$ cat src/rtl/servo_pkg.sv
// Shared defaults, types and helpers for the servo slew controller.
package servo_pkg;

  localparam int unsigned DUTYWIDTH_DEF = 10;
  localparam int unsigned DUTYLOW_DEF   = 52;
  localparam int unsigned DUTYHIGH_DEF  = 102;

  typedef logic [DUTYWIDTH_DEF-1:0] duty_t;

  typedef enum logic [1:0] {
    IDLE      = 2'd0,
    RAMP_UP   = 2'd1,
    RAMP_DOWN = 2'd2
  } servo_state_e;

  function automatic logic [31:0] clamp_u(input logic [31:0] v,
                                          input logic [31:0] lo,
                                          input logic [31:0] hi);
    if (v < lo) return lo;
    if (v > hi) return hi;
    return v;
  endfunction

endpackage

$ cat src/rtl/servo_target_reg.sv
// Commanded target register: load > (sweep toggle) > step pulses, clamped to the end stops.
// With SERVO_SWEEP_EN defined, sweep_mode_i auto-toggles the target between end stops while idle.
module servo_target_reg
  import servo_pkg::*;
#(
  parameter int unsigned DUTYLOW     = DUTYLOW_DEF,
  parameter int unsigned DUTYHIGH    = DUTYHIGH_DEF,
  parameter int unsigned DUTYWIDTH   = DUTYWIDTH_DEF,
  parameter int unsigned TARGET_STEP = 5
) (
  input  logic                 clk_i,
  input  logic                 rst_n_i,
  input  logic                 load_i,
  input  logic [DUTYWIDTH-1:0] load_value_i,
  input  logic                 step_up_i,
  input  logic                 step_dn_i,
`ifdef SERVO_SWEEP_EN
  input  logic                 sweep_mode_i,
  input  logic                 idle_i,
  input  logic [DUTYWIDTH-1:0] duty_i,
`endif
  output logic [DUTYWIDTH-1:0] target_o,
  output logic [DUTYWIDTH-1:0] target_d_o
);

  localparam int unsigned XW = DUTYWIDTH + 1;

  logic [DUTYWIDTH-1:0] target_q, target_d;
  logic [XW-1:0]        tgt_x, up_x, dn_x;

  // One extra bit keeps the +step sum from wrapping before the clamp.
  always_comb begin
    tgt_x    = {1'b0, target_q};
    up_x     = tgt_x + XW'(TARGET_STEP);
    dn_x     = tgt_x - XW'(TARGET_STEP);
    target_d = target_q;
    if (load_i) begin
      target_d = DUTYWIDTH'(clamp_u(32'(load_value_i), DUTYLOW, DUTYHIGH));
    end
`ifdef SERVO_SWEEP_EN
    else if (sweep_mode_i) begin
      if (idle_i) begin
        target_d = (duty_i == DUTYWIDTH'(DUTYLOW)) ? DUTYWIDTH'(DUTYHIGH) : DUTYWIDTH'(DUTYLOW);
      end
    end
`endif
    else if (step_up_i && !step_dn_i) begin
      target_d = DUTYWIDTH'(clamp_u(32'(up_x), DUTYLOW, DUTYHIGH));
    end
    else if (step_dn_i && !step_up_i) begin
      target_d = (tgt_x < XW'(TARGET_STEP)) ? DUTYWIDTH'(DUTYLOW)
                                            : DUTYWIDTH'(clamp_u(32'(dn_x), DUTYLOW, DUTYHIGH));
    end
  end

  always_ff @(posedge clk_i or negedge rst_n_i) begin
    if (!rst_n_i) begin
      target_q <= DUTYWIDTH'(DUTYLOW);
    end else begin
      target_q <= target_d;
    end
  end

  assign target_o   = target_q;
  assign target_d_o = target_d;

endmodule

$ cat src/rtl/servo_slew_controller.sv
// Slews the applied PWM duty toward the commanded target, one DUTYSTEP per SLEW_FRAMES frames.
// Optional macro SERVO_SWEEP_EN adds the sweep_mode input (end-stop to end-stop auto sweep).
//   state     | meaning
//   IDLE      | duty == target, frame counter held at 0
//   RAMP_UP   | duty below target, stepping up on slew updates
//   RAMP_DOWN | duty above target, stepping down on slew updates
module servo_slew_controller
  import servo_pkg::*;
#(
  parameter int unsigned DUTYLOW     = DUTYLOW_DEF,
  parameter int unsigned DUTYHIGH    = DUTYHIGH_DEF,
  parameter int unsigned DUTYSTEP    = 1,
  parameter int unsigned DUTYWIDTH   = DUTYWIDTH_DEF,
  parameter int unsigned TARGET_STEP = 5,
  parameter int unsigned SLEW_FRAMES = 2
) (
  input  logic                 CLK,
  input  logic                 CPU_RESETN,
  input  logic                 frame_tick,
  input  logic                 step_up,
  input  logic                 step_dn,
  input  logic                 load,
  input  logic [DUTYWIDTH-1:0] load_value,
`ifdef SERVO_SWEEP_EN
  input  logic                 sweep_mode,
`endif
  output logic [DUTYWIDTH-1:0] duty,
  output logic [DUTYWIDTH-1:0] target,
  output logic                 busy,
  output logic                 arrived
);

  localparam int unsigned XW = DUTYWIDTH + 1;
  localparam int unsigned CW = (SLEW_FRAMES > 1) ? $clog2(SLEW_FRAMES) : 1;

  servo_state_e         state_q;
  logic [DUTYWIDTH-1:0] duty_q, duty_d, duty_slew;
  logic [DUTYWIDTH-1:0] target_q, target_d;
  logic [CW-1:0]        cnt_q;
  logic                 busy_q, arrived_q;
  logic                 ramping, dir_up, cnt_last, slew_fire;
  logic [XW-1:0]        gap_x;

  servo_target_reg #(
    .DUTYLOW    (DUTYLOW),
    .DUTYHIGH   (DUTYHIGH),
    .DUTYWIDTH  (DUTYWIDTH),
    .TARGET_STEP(TARGET_STEP)
  ) u_target (
    .clk_i       (CLK),
    .rst_n_i     (CPU_RESETN),
    .load_i      (load),
    .load_value_i(load_value),
    .step_up_i   (step_up),
    .step_dn_i   (step_dn),
`ifdef SERVO_SWEEP_EN
    .sweep_mode_i(sweep_mode),
    .idle_i      (state_q == IDLE),
    .duty_i      (duty_q),
`endif
    .target_o    (target_q),
    .target_d_o  (target_d)
  );

  // Step direction comes from the live target, so a retarget mid-ramp never moves duty away.
  always_comb begin
    ramping   = (state_q != IDLE);
    dir_up    = (target_q > duty_q);
    cnt_last  = (cnt_q == CW'(SLEW_FRAMES - 1));
    slew_fire = ramping && frame_tick && cnt_last && (target_q != duty_q);
    gap_x     = dir_up ? ({1'b0, target_q} - {1'b0, duty_q})
                       : ({1'b0, duty_q} - {1'b0, target_q});
    if (gap_x < XW'(DUTYSTEP)) begin
      duty_slew = target_q;
    end else if (dir_up) begin
      duty_slew = duty_q + DUTYWIDTH'(DUTYSTEP);
    end else begin
      duty_slew = duty_q - DUTYWIDTH'(DUTYSTEP);
    end
    duty_d = slew_fire ? duty_slew : duty_q;
  end

  always_ff @(posedge CLK or negedge CPU_RESETN) begin
    if (!CPU_RESETN) begin
      state_q   <= IDLE;
      duty_q    <= DUTYWIDTH'(DUTYLOW);
      cnt_q     <= '0;
      busy_q    <= 1'b0;
      arrived_q <= 1'b0;
    end else begin
      duty_q    <= duty_d;
      busy_q    <= (duty_d != target_d);
      arrived_q <= 1'b0;
      case (state_q)
        IDLE: begin
          cnt_q <= '0;
          if (target_q > duty_q)      state_q <= RAMP_UP;
          else if (target_q < duty_q) state_q <= RAMP_DOWN;
        end
        RAMP_UP, RAMP_DOWN: begin
          if (target_q == duty_q) begin
            state_q <= IDLE;
            cnt_q   <= '0;
          end else begin
            if (frame_tick) cnt_q <= cnt_last ? '0 : cnt_q + CW'(1);
            if (slew_fire && (duty_slew == target_q)) begin
              state_q   <= IDLE;
              arrived_q <= 1'b1;
            end else begin
              state_q <= dir_up ? RAMP_UP : RAMP_DOWN;
            end
          end
        end
        default: begin
          state_q <= IDLE;
          cnt_q   <= '0;
        end
      endcase
    end
  end

  assign duty    = duty_q;
  assign target  = target_q;
  assign busy    = busy_q;
  assign arrived = arrived_q;

endmodule

$ cat config.mk
export PLATFORM = sky130hd
export DESIGN_NAME = servo_slew_controller
export DESIGN_NICKNAME = d
export VERILOG_FILES = /design/src/rtl/servo_pkg.sv /design/src/rtl/servo_target_reg.sv /design/src/rtl/servo_slew_controller.sv
export SDC_FILE = /design/constraint.sdc
export NUM_CORES = 1
export LEC_CHECK = 0
export ABC_AREA = 0
export ABC_CLOCK_PERIOD_IN_PS = 4550
export BUFFER_PORTS_ARGS = -buffer_cell sky130_fd_sc_hd__buf_2
export CORE_MARGIN = 5
export CORE_UTILIZATION = 56
export DETAILED_ROUTE_END_ITERATION = 12
export GPL_TIMING_DRIVEN = 0
export PLACE_DENSITY = 0.88
export SKIP_LAST_GASP = 1
export SLEW_MARGIN = 20
export SYNTH_ARGS = -nofsm -noshare
export SYNTH_HDL_FRONTEND = slang
export SYNTH_SLANG_ARGS = --single-unit
$ cat constraint.sdc
create_clock -name CLK -period 4.55 [get_ports CLK]
set_input_delay 0.455 -clock CLK [delete_from_list [all_inputs] [get_ports CLK]]
set_output_delay 0.455 -clock CLK [all_outputs]
set_load 0.005 [all_outputs]
==> run_results.csv <==
group,metric,value,unit
status,status,"finished, violations left",
status,failed_checks,"negative setup slack",
worst_setup_path,worst_reg2reg_path_depth,22,
clocking,max-clock-path-buffers,2,
global_route,grt_start_max_net_pins,26,
place,gp_congestion,1.06,
timing,achievable-frequency,219,MHz
clocking,clk_latency,0.29,ns
global_route,globalRouteTotalUtil,0.305,
route,detailedRoute.firstPassIterationCount,5,
route,drcViolationCount,0,
floorplanning,die_area,9550,um^2
route,total_wirelength,16.4,mm
clocking,cts.reportedPaths.clkPinSlew,0.11,ns
place,half_perimeter_wire_length_of_the_detailed_placement_result,11.5,mm
floorplanning,die_y,97.7,um
timing,finalSetupTns,-0.0144,ns
worst_setup_path,critical_path_class,"register to register",
floorplanning,placement_rows,32,
floorplanning,initial_core_util,0.567,
route,drt_iter0_drc,678,
logic_synthesis,synth-seq-cells,25,
worst_setup_path,r2r-end,"busy$_DFF_PN0_",
timing,finalCriticalPeriod,4.56,ns
logic_synthesis,yosys-mux-area-fraction,0.00929,
logic_synthesis,combinational_family_with_the_most_area_after_synthesis,"compound AO/OA/AOI/OAI gates",
clocking,cts_hold_buf,0,
worst_setup_path,ff2ff_setup_slack,-0.01,ns
run,maxCapViolations,0,
pwr,power_density,821,nW/um^2
pwr,irDropWorstVdd,649,uV
logic_synthesis,distinct_cells_synth,79,
worst_setup_path,timing.rr.start,"duty[4]$_DFF_PN1_",
final_layout,ant_cells,0,
global_route,grt_pass1_vias,4785,
logic_synthesis,dominant_cells_by_area_after_synthesis,"sky130_fd_sc_hd__dfrtp_1 11%, sky130_fd_sc_hd__ha_1 9.6%, sky130_fd_sc_hd__xnor2_1 4.9%, sky130_fd_sc_hd__nand2_1 4.6%, sky130_fd_sc_hd__nor2_1 4.6%",
timing,worst_pin_slew,1.05,ns
worst_setup_path,worst_setup_path_start_kind,"register",
floorplanning,design.core.area,7610,um^2
final_layout,finalNetCount,731,
global_route,grt_pass1_wl,24.2,mm
final_layout,final_layout_size_suffix_gt1_frac,0.252,
worst_setup_path,worst-endpoint-required,4.72,ns
final_layout,growth_of_design_area_from_synthesis_to_finish,23.4,%
timing,slew-limit-headroom,0.294,
place,port_buffers,36,
clocking,clock_sinks,25,
logic_synthesis,async_flop_share,1.00,
logic_synthesis,synth_nets,650,
route,avgRoutedWirePerCell,21.1,um
timing,post-route-period-util,1.00,
worst_setup_path,cp_data_arrival_time,4.73,ns
logic_synthesis,synth_top_cell_by_area,"sky130_fd_sc_hd__dfrtp_1",
timing,final-max-slew-violation-count,0,
timing,final_setup_violation_count,1,
global_route,grt.overflow.total,0,
timing,timing.final.hold_violations,0,
route,routed_via_density,6.90,
logic_synthesis,synth_top_cell_area_share,0.110,
clocking,root_buffer,"sky130_fd_sc_hd__clkbuf_8",
logic_synthesis,yosys.area_share.adder,0.110,
global_route,antenna_found_initial,0,
logic_synthesis,synth_seq_area_share,0.147,
logic_synthesis,mappedNetlistArea,4310,um^2
clocking,cts_tree,"done",
hold_path,worst_hold_path_type,"input pin to asynchronous set/reset pin",
timing,clock-skew-final,0.0130,ns
logic_synthesis,dominantRegCellSynth,"sky130_fd_sc_hd__dfrtp_1",
route,detail-route-antenna-nets,0,
route,route.vias.total,5382,
logic_synthesis,post_synth_and_or_nand_nor_area_fraction,0.286,
worst_setup_path,crit_path_start,"duty[4]$_DFF_PN1_",
logic_synthesis,post_synthesis_compound_gate_area_fraction,0.315,
floorplanning,boundaryPins,38,
floorplanning,dieWidth,97.7,um
timing,worst_slack,-0.0144,ns
worst_setup_path,crit_path_max_fanout,7,
logic_synthesis,yosys.area_share.xor_xnor,0.0650,
pwr,power_leakage,2.16,nW
timing,rsz0062_at_grt,"yes",
logic_synthesis,netlist_instances,598,
clocking,tritoncts.num_buffers,3,
final_layout,fin_area,5320,um^2
clocking,cts.htree.levels,1,
final_layout,top_library_cells_by_usage_in_the_layout_fill_and_taps_aside,"52 x sky130_fd_sc_hd__nand2_1, 52 x sky130_fd_sc_hd__nor2_1, 44 x sky130_fd_sc_hd__buf_2, 43 x sky130_fd_sc_hd__buf_4, 34 x sky130_fd_sc_hd__a21oi_1",
place,placement.cell_area,4620,um^2
worst_setup_path,critical_path_capture_point,"busy$_DFF_PN0_",
logic_synthesis,synth-warning-count,0,
logic_synthesis,synth_edf_count,0,
logic_synthesis,syn_avg_cell_area,7.21,um^2
worst_setup_path,worstSetupEndpointType,"register",
-- worst max-delay path, stage by stage, from the launching register on --
cell and delay [ns]:
sky130_fd_sc_hd__dfstp_2 0.58, sky130_fd_sc_hd__inv_2 0.05, sky130_fd_sc_hd__ha_4 0.25, sky130_fd_sc_hd__buf_6 0.10, sky130_fd_sc_hd__nand3_2 0.07, sky130_fd_sc_hd__a21o_1 0.21
sky130_fd_sc_hd__a31oi_4 0.22, sky130_fd_sc_hd__o21a_4 0.21, sky130_fd_sc_hd__clkinv_8 0.08, sky130_fd_sc_hd__buf_4 0.14, sky130_fd_sc_hd__ha_4 0.28, sky130_fd_sc_hd__o21a_1 0.13
sky130_fd_sc_hd__a21oi_2 0.07, sky130_fd_sc_hd__buf_4 0.13, sky130_fd_sc_hd__o21ai_0 0.18, sky130_fd_sc_hd__o211ai_1 0.22, sky130_fd_sc_hd__nand2_1 0.19, sky130_fd_sc_hd__a32oi_1 0.10
sky130_fd_sc_hd__a31oi_1 0.21, sky130_fd_sc_hd__and3_1 0.19, sky130_fd_sc_hd__nor4bb_2 0.21, sky130_fd_sc_hd__nand4_1 0.15, sky130_fd_sc_hd__or4_1 0.48
-- what timing repair did --
action | in CTS | in global routing
resized for setup | 35 | 48
hold endpoints to repair | 0 | 0
endpoints found under the setup margin | 5 | 1
pin swaps | 12 | 25
buffers inserted | 11 | 30
-- synthesized netlist by cell type, drive strengths merged (11+ instances only) --
| master | count |
|---|---|
| nand2b | 16 |
| inv | 34 |
| nor3 | 19 |
| o21ai | 34 |
| dfrtp | 19 |
| nand3 | 21 |
| nand2 | 53 |
| buf | 21 |
| o211ai | 11 |
| clkbuf | 12 |
| a21oi | 39 |
| nand4 | 12 |
| nor2 | 53 |
| xnor2 | 24 |
| ha | 33 |
-- logic make-up after synthesis --
| kind of cell | count (synthesis) |
|---|---|
| AO/OA/AOI/OAI | 193 |
| XOR/XNOR | 32 |
| adder cells (fa/ha/maj) | 36 |
| buffers and inverters | 69 |
| flip-flops | 25 |
| multiplexers | 4 |
| AND/OR/NAND/NOR | 239 |
-- per-layer routing --
metal | global-route usage | vias to the layer above | share of wire
met5 | 0 | - | 0
met2 | 0.484 | 403 | 0.45
li1 | - | 2389 | -
met1 | 0.419 | 2517 | 0.39
met3 | 0.0550 | 73 | 0.12
met4 | 0.103 | 0 | 0.034
-- stage by stage --
step / power, W / instances / worst slack [ns] / util / hold slack (ns)
3_5_place_dp: 0.00331 / 736 / -0.917 / 0.607 / 0.481
6_report: 0.00437 / 780 / -0.0144 / 0.699 / 0.160
3_3_place_gp: 0.00322 / 736 / -0.780 / 0.607 / 0.471
5_1_grt: 0.00461 / 780 / -0.186 / 0.699 / 0.204
4_1_cts: 0.00373 / 751 / 0.00311 / 0.645 / 0.190
2_1_floorplan: 0.00262 / 598 / 0.0548 / - / 0.159
-- sequential cells by signal, summed over array words and instances, names as in the netlist --
signal and cells:
cnt_last 1, state_q 2, u_target.target_o 10, busy 1, arrived 1, duty 10
-- worst min path at each step --
stage	start	end	slack (ns)	cells past startpoint
4_1_cts	CPU_RESETN	busy$_DFF_PN0_	0.19	1
6_report	CPU_RESETN	busy$_DFF_PN0_	0.16	1
5_1_grt	CPU_RESETN	busy$_DFF_PN0_	0.20	1
3_3_place_gp	CPU_RESETN	duty[9]$_DFF_PN0_	0.47	1
2_1_floorplan	CPU_RESETN	arrived$_DFF_PN0_	0.16	0
3_5_place_dp	CPU_RESETN	duty[9]$_DFF_PN0_	0.48	1
-- final cells by class --
| type | instances | area [um^2] |
|---|---|---|
| buffer | 32 | 199 |
| clock buffer | 3 | 41.3 |
| clock inverter | 1 | 7.51 |
| fill | 623 | 2290 |
| inverter | 36 | 155 |
| multi-input combinational | 504 | 3660 |
| sequential | 25 | 647 |
| tap | 102 | 128 |
| timing repair buffer | 77 | 485 |
-- power breakdown --
part	leakage [nW]	switching [W]	internal, W
registers	0.282	0.0000968	0.000320
logic	1.86	0.00221	0.00160
clock network	0.0217	0.0000832	0.0000624
total	2.16	0.00239	0.00198
No activity file was read; power rests on OpenSTA's default activity.
